$ cat src/rtl/riscv_multicycle_ctrl.sv
// ============================================================================
// Module   : riscv_multicycle_ctrl
// Brief    : Main control FSM for a multicycle RV32I datapath. Optional
//            ILLEGAL_TRAP_EN macro parks illegal decodes in a sticky TRAP state.
// Revision : 1.0
// ============================================================================
`default_nettype none

module riscv_multicycle_ctrl #(
    parameter int STALL_CNT_W = 16
) (
    input  logic                   clk,
    input  logic                   rst_n,
    input  logic [6:0]             op_i,
    input  logic [2:0]             funct3_i,
    input  logic                   zero_i,
    input  logic                   mem_ready_i,
    output logic                   mem_req_o,
    output logic                   mem_write_o,
    output logic                   adr_src_o,
    output logic                   ir_write_o,
    output logic                   pc_write_o,
    output logic                   reg_write_o,
    output logic [1:0]             result_src_o,
    output logic [1:0]             alu_src_a_o,
    output logic [1:0]             alu_src_b_o,
    output logic [1:0]             alu_op_o,
    output logic [2:0]             imm_src_o,
    output logic [3:0]             state_o,
    output logic [STALL_CNT_W-1:0] stall_cycles_o,
    output logic                   illegal_o
);

    localparam logic [6:0] OP_LOAD   = 7'b0000011;
    localparam logic [6:0] OP_STORE  = 7'b0100011;
    localparam logic [6:0] OP_REG    = 7'b0110011;
    localparam logic [6:0] OP_IMM    = 7'b0010011;
    localparam logic [6:0] OP_BRANCH = 7'b1100011;
    localparam logic [6:0] OP_JAL    = 7'b1101111;
    localparam logic [6:0] OP_JALR   = 7'b1100111;
    localparam logic [6:0] OP_LUI    = 7'b0110111;
    localparam logic [6:0] OP_AUIPC  = 7'b0010111;

    typedef enum logic [3:0] {
        S_FETCH    = 4'd0,
        S_DECODE   = 4'd1,
        S_MEMADR   = 4'd2,
        S_MEMREAD  = 4'd3,
        S_MEMWB    = 4'd4,
        S_MEMWRITE = 4'd5,
        S_EXECR    = 4'd6,
        S_EXECI    = 4'd7,
        S_ALUWB    = 4'd8,
        S_BRANCH   = 4'd9,
        S_JAL      = 4'd10,
        S_JALR     = 4'd11,
        S_UPPER    = 4'd12,
        S_TRAP     = 4'd13
    } state_e;

    state_e                 state_q, state_d;
    logic [STALL_CNT_W-1:0] stall_q;

    logic       w_mem_req, w_mem_write, w_adr_src, w_ir_write, w_pc_write, w_reg_write;
    logic [1:0] w_result_src, w_alu_src_a, w_alu_src_b, w_alu_op;
    logic       w_taken;

`ifdef ILLEGAL_TRAP_EN
    localparam state_e S_ILLEGAL_NEXT = S_TRAP;
`else
    localparam state_e S_ILLEGAL_NEXT = S_FETCH;
`endif

    // beq/bge/bgeu take on zero; bne/blt/bltu take on non-zero.
    always_comb begin
        w_taken = ~zero_i;
        case (funct3_i)
            3'b000, 3'b101, 3'b111: w_taken = zero_i;
            default:                w_taken = ~zero_i;
        endcase
    end

    always_comb begin
        imm_src_o = 3'b000;
        case (op_i)
            OP_STORE:          imm_src_o = 3'b001;
            OP_BRANCH:         imm_src_o = 3'b010;
            OP_JAL:            imm_src_o = 3'b011;
            OP_LUI, OP_AUIPC:  imm_src_o = 3'b100;
            default:           imm_src_o = 3'b000;
        endcase
    end

    always_comb begin
        state_d      = state_q;
        w_mem_req    = 1'b0;
        w_mem_write  = 1'b0;
        w_adr_src    = 1'b0;
        w_ir_write   = 1'b0;
        w_pc_write   = 1'b0;
        w_reg_write  = 1'b0;
        w_result_src = 2'b00;
        w_alu_src_a  = 2'b00;
        w_alu_src_b  = 2'b00;
        w_alu_op     = 2'b00;
        case (state_q)
            S_FETCH: begin
                w_mem_req    = 1'b1;
                w_alu_src_b  = 2'b10;
                w_result_src = 2'b10;
                if (mem_ready_i) begin
                    w_ir_write = 1'b1;
                    w_pc_write = 1'b1;
                    state_d    = S_DECODE;
                end
            end
            S_DECODE: begin
                w_alu_src_a = 2'b01;
                w_alu_src_b = 2'b01;
                case (op_i)
                    OP_LOAD, OP_STORE: state_d = S_MEMADR;
                    OP_REG:            state_d = S_EXECR;
                    OP_IMM:            state_d = S_EXECI;
                    OP_BRANCH:         state_d = (funct3_i[2:1] == 2'b01) ? S_ILLEGAL_NEXT : S_BRANCH;
                    OP_JAL:            state_d = S_JAL;
                    OP_JALR:           state_d = S_JALR;
                    OP_LUI, OP_AUIPC:  state_d = S_UPPER;
                    default:           state_d = S_ILLEGAL_NEXT;
                endcase
            end
            S_MEMADR: begin
                w_alu_src_a = 2'b10;
                w_alu_src_b = 2'b01;
                state_d     = op_i[5] ? S_MEMWRITE : S_MEMREAD;
            end
            S_MEMREAD: begin
                w_mem_req = 1'b1;
                w_adr_src = 1'b1;
                if (mem_ready_i) state_d = S_MEMWB;
            end
            S_MEMWB: begin
                w_result_src = 2'b01;
                w_reg_write  = 1'b1;
                state_d      = S_FETCH;
            end
            S_MEMWRITE: begin
                w_mem_req   = 1'b1;
                w_mem_write = 1'b1;
                w_adr_src   = 1'b1;
                if (mem_ready_i) state_d = S_FETCH;
            end
            S_EXECR: begin
                w_alu_src_a = 2'b10;
                w_alu_op    = 2'b10;
                state_d     = S_ALUWB;
            end
            S_EXECI: begin
                w_alu_src_a = 2'b10;
                w_alu_src_b = 2'b01;
                w_alu_op    = 2'b10;
                state_d     = S_ALUWB;
            end
            S_ALUWB: begin
                w_reg_write = 1'b1;
                state_d     = S_FETCH;
            end
            S_BRANCH: begin
                w_alu_src_a = 2'b10;
                w_alu_op    = 2'b01;
                w_pc_write  = w_taken;
                state_d     = S_FETCH;
            end
            S_JALR: begin
                w_alu_src_a = 2'b10;
                w_alu_src_b = 2'b01;
                state_d     = S_JAL;
            end
            S_JAL: begin
                // Target already sits in ALUOut; ALU meanwhile forms the link value.
                w_pc_write  = 1'b1;
                w_alu_src_a = 2'b01;
                w_alu_src_b = 2'b10;
                state_d     = S_ALUWB;
            end
            S_UPPER: begin
                w_alu_src_a = (op_i == OP_LUI) ? 2'b11 : 2'b01;
                w_alu_src_b = 2'b01;
                state_d     = S_ALUWB;
            end
            S_TRAP:  state_d = S_ILLEGAL_NEXT;
            default: state_d = S_FETCH;
        endcase
    end

    // Strobes and selects are held low for as long as reset is asserted.
    always_comb begin
        mem_req_o    = rst_n & w_mem_req;
        mem_write_o  = rst_n & w_mem_write;
        adr_src_o    = rst_n & w_adr_src;
        ir_write_o   = rst_n & w_ir_write;
        pc_write_o   = rst_n & w_pc_write;
        reg_write_o  = rst_n & w_reg_write;
        result_src_o = rst_n ? w_result_src : 2'b00;
        alu_src_a_o  = rst_n ? w_alu_src_a  : 2'b00;
        alu_src_b_o  = rst_n ? w_alu_src_b  : 2'b00;
        alu_op_o     = rst_n ? w_alu_op     : 2'b00;
    end

    always_ff @(posedge clk or negedge rst_n) begin
        if (!rst_n) begin
            state_q <= S_FETCH;
            stall_q <= '0;
        end else begin
            state_q <= state_d;
            if (w_mem_req && !mem_ready_i && !(&stall_q))
                stall_q <= stall_q + {{(STALL_CNT_W-1){1'b0}}, 1'b1};
        end
    end

    assign state_o        = state_q;
    assign stall_cycles_o = stall_q;

`ifdef ILLEGAL_TRAP_EN
    assign illegal_o = (state_q == S_TRAP);
`else
    assign illegal_o = 1'b0;
`endif

endmodule

`default_nettype wire

$ cat config.mk
export PLATFORM = sky130hd
export DESIGN_NAME = riscv_multicycle_ctrl
export DESIGN_NICKNAME = d
export VERILOG_FILES = /design/src/rtl/riscv_multicycle_ctrl.sv
export SDC_FILE = /design/constraint.sdc
export NUM_CORES = 1
export LEC_CHECK = 0
export ABC_AREA = 0
export CORE_MARGIN = 2
export CORE_UTILIZATION = 45
export CTS_CLUSTER_SIZE = 25
export DETAILED_ROUTE_END_ITERATION = 12
export PLACE_DENSITY = 0.8
export SYNTH_ARGS = -nofsm -noshare
export SYNTH_HDL_FRONTEND = slang
export SYNTH_SLANG_ARGS = --single-unit
$ cat constraint.sdc
create_clock -name clk -period 2.6 [get_ports clk]
set_input_delay 0.52 -clock clk [delete_from_list [all_inputs] [get_ports clk]]
set_output_delay 0.52 -clock clk [all_outputs]
set_load 0.1 [all_outputs]
==> results by group <==
Yosys
  – Ys async rst share: 100.0%
  – Top post-synthesis cells by area: dfrtp_1, xnor2_1, nand2_1, nor2_1, xor2_1
  – #FFs+latches synth: 20
  – Synth Flop Type: dfrtp_1
  – Share of the synthesized area in the top cell type: 34.28%
  – Top-count cell post-synth: dfrtp_1
  – Avg Inst Size Synth: 8.392 um2
  – Syn_nets: 189
  – Synth cell types: 47
  – YS warnings: 0
  – EDFF count, synth: 0
  – Syn Inst Count: 174
  – Seq/Total Area, Yosys: 34.28%
  – Top cells by count, synth: dfrtp_1, nand2_1, nor2_1
  – Mapped cell area: 1460 um2
  – Area leader, netlist: dfrtp_1

Worst setup path
  – Buf/Inv on CP: 2
  – Top delay family on crit path: simple AND/OR/NAND/NOR gates
  – Crit path launch type: input pin
  – Worst EP required: 2080 ps
  – Worst setup path class: input pin to primary output
  – Setup crit end kind: primary output
  – CP arrival: 2000 ps
  – CP max FO: 2
  – Critical path's largest stage delay: 560 ps
  – Worst path slowest cell: or4b_4
  – Worst path cell trace: dlygate4sd2_1 -> nand2_1 -> or4b_4 -> nor2_4 -> nand2_2 -> a21boi_4 -> buf_12

Floorplan
  – Die Ht: 60.96 um
  – Die ar.: 3716 um2
  – Core outline area: 3078 um2
  – I/O Pins: 52
  – Initial Util: 47.44%
  – Site row count: 20
  – Die width: 60.96 um

Cells and area
  – N_diodes: 0
  – Syn-to-layout area delta: 59.47%
  – Layout cells sized above 1: 34.96%
  – Final nets: 242
  – Fillers: 229
  – Post-Layout Cell Count: 270

Global route
  – Met2 Use GR: 40.86%
  – Grt ovf: 0
  – Global-route wire length before repair: 6886 um
  – Vias in the first global route: 1417
  – Largest net degree at the start of global routing: 28
  – Tot GR Track Use: 24.78%
  – Gr busiest metal: met2
  – Initial antenna violation count: 0
  – GR met1 Demand/Resource: 34.49%
  – Met3 GRT Util: 2.772%

CTS
  – Worst-case clock buffer depth: 2
  – CTS clk-pin slew, worst paths: 120 ps
  – CTS tree: built
  – Cts bufs inserted: 3
  – Hold Buf Count CTS: 0
  – Root buffer cell: clkbuf_4
  – Clock insertion delay at the later pin of the skew report: 300 ps
  – Clk sinks: 20
  – Htree depth: 1

Timing
  – Slew Limit Fails: 0
  – Final Hold Vio Count: 0
  – Max Freq: 397.2 MHz
  – Least-Margin Pin Slew: 504.8 ps
  – Clock Skews: 1.592 ps
  – Max_slew headroom: 65.99%
  – Fin Setup TNS: 0 ps
  – Final worst path period need: 2518 ps
  – RSZ-0062 raised after global routing: false
  – Hold Slack: 531.3 ps
  – Setup violations, final: 0
  – Final Cycle Share: 96.84%

Min path
  – Worst hold path class: register to register

Power
  – Power density over the cells: 1063 nW/um2
  – Worst IR drop on VDD: 1247 uV
  – Net Sw Power: 1447 uW
  – Clock power share: 10.3%
  – Comb power frac: 66.8%
  – Leakage: 0.0009584 uW
  – Sw Share: 58.48%
  – Internal Power: 1028 uW
  – Flop pwr share: 22.9%
  – Power Total: 2475 uW

Route
  – Routed WL per cell: 15.02 um
  – Vias: 1509
  – Total length of routed wires: 4055 um
  – Final ANT Viol Nets: 0
  – DR vias/cell: 5.589
  – Drt drc: 0
  – DRT iter0 DRCs: 53
  – DRT Pass-1 Iters: 4

Placed design
  – Placer congestion estimate: 0.7722
  – Post-Place Cells: 266
  – PortBufs: 50
  – DP HPWL: 3091 um

Outcome
  – Status: finished clean

Flow run
  – Number of max-cap violations: 0
## per-layer routing
layer | part of all wire, % | vias up
met5 | 0 | -
met4 | 1.6 | 0
met3 | 4.5 | 11
met2 | 51 | 68
met1 | 43 | 704
li1 | - | 726
## metrics by stage
| stage | cell area (um2) | setup WS [ps] | utilization, % |
|---|---|---|---|
| 2_1_floorplan | 1620 | -270.3 | - |
| 3_3_place_gp | 2275 | -60.63 | 73.90 |
| 3_5_place_dp | 2275 | -133.2 | 73.90 |
| 4_1_cts | 2321 | 19.13 | 75.41 |
| 5_1_grt | 2328 | 8.709 | 75.65 |
| 6_report | 2328 | 82.13 | 75.65 |
## worst reg2reg max path, delay by kind of cell (launching register included)
family           cells  cell delay (ps)
AND/OR/NAND/NOR      3              900
flip-flops           1              630
multiplexers         1              310
AO/OA/AOI/OAI        1              190
## path summary, 6_finish.rpt
check / start / to / slack (ps) / cells past startpoint
max: op_i[1] / alu_src_a_o[1] / 80 / 7
min: stall_cycles_o[9]$_DFFE_PN0P_ / stall_cycles_o[9]$_DFFE_PN0P_ / 530 / 1
max reg2reg: state_o[1]$_DFFE_PN0P_ / stall_cycles_o[14]$_DFFE_PN0P_ / 470 / 5
min reg2reg: stall_cycles_o[9]$_DFFE_PN0P_ / stall_cycles_o[9]$_DFFE_PN0P_ / 530 / 1
max in group asynchronous: rst_n / state_o[3]$_DFFE_PN0P_ / 1640 / 2
min in group asynchronous: rst_n / stall_cycles_o[13]$_DFFE_PN0P_ / 710 / 2
## final cells by class
cell class,instances,area (um2),area share (%)
clock buffer,3,22.52,0.9672
clock inverter,1,30.03,1.290
inverter,3,11.26,0.4836
multi-input combinational,142,1027,44.12
sequential,20,515.5,22.14
tap,44,55.05,2.364
timing repair buffer,57,666.9,28.64
## registers in the layout (all words and copies together), names as in the netlist
register        count
stall_cycles_o     16
state_o             4
## cells by family after synthesis
kind of cell,count (synthesis),synth area share [%]
simple gates,86,32.82
compound gates,34,15.17
flops,20,34.28
xor+xnor,17,10.20
buf+inv,12,3.941
mux,3,2.485
fa+ha+maj,1,0.8568
other cells,1,0.2568
## power groups by stage
stage / combinational, uW / sequential, uW / clock (uW)
after floorplan: 880 / 922 / 0
after global placement: 1630 / 553 / 0
after detailed placement: 1660 / 563 / 0
after CTS: 1660 / 559 / 260
after global routing: 1740 / 587 / 268
final: 1650 / 566 / 256
## layout by cell type, fill, tap and decap left out, types with 5 or more instances in the layout
cell type and n:
buf_4 27, nand2_1 17, buf_12 17, dfrtp_1 16, nor2_1 13, xnor2_1 10, nand3_1 9, a21oi_1 9
o21ai_0 8, clkdlybuf4s50_1 8, xor2_1 7, nor3_4 5, dlygate4sd2_1 5
## what timing repair did
action	4_1_cts	5_1_grt
gates resized for setup	5	2
pin swaps	4	0
endpoints found under the setup margin	1	2
buffers inserted	0	0
Note: power is estimated with default switching activity, not from simulation.
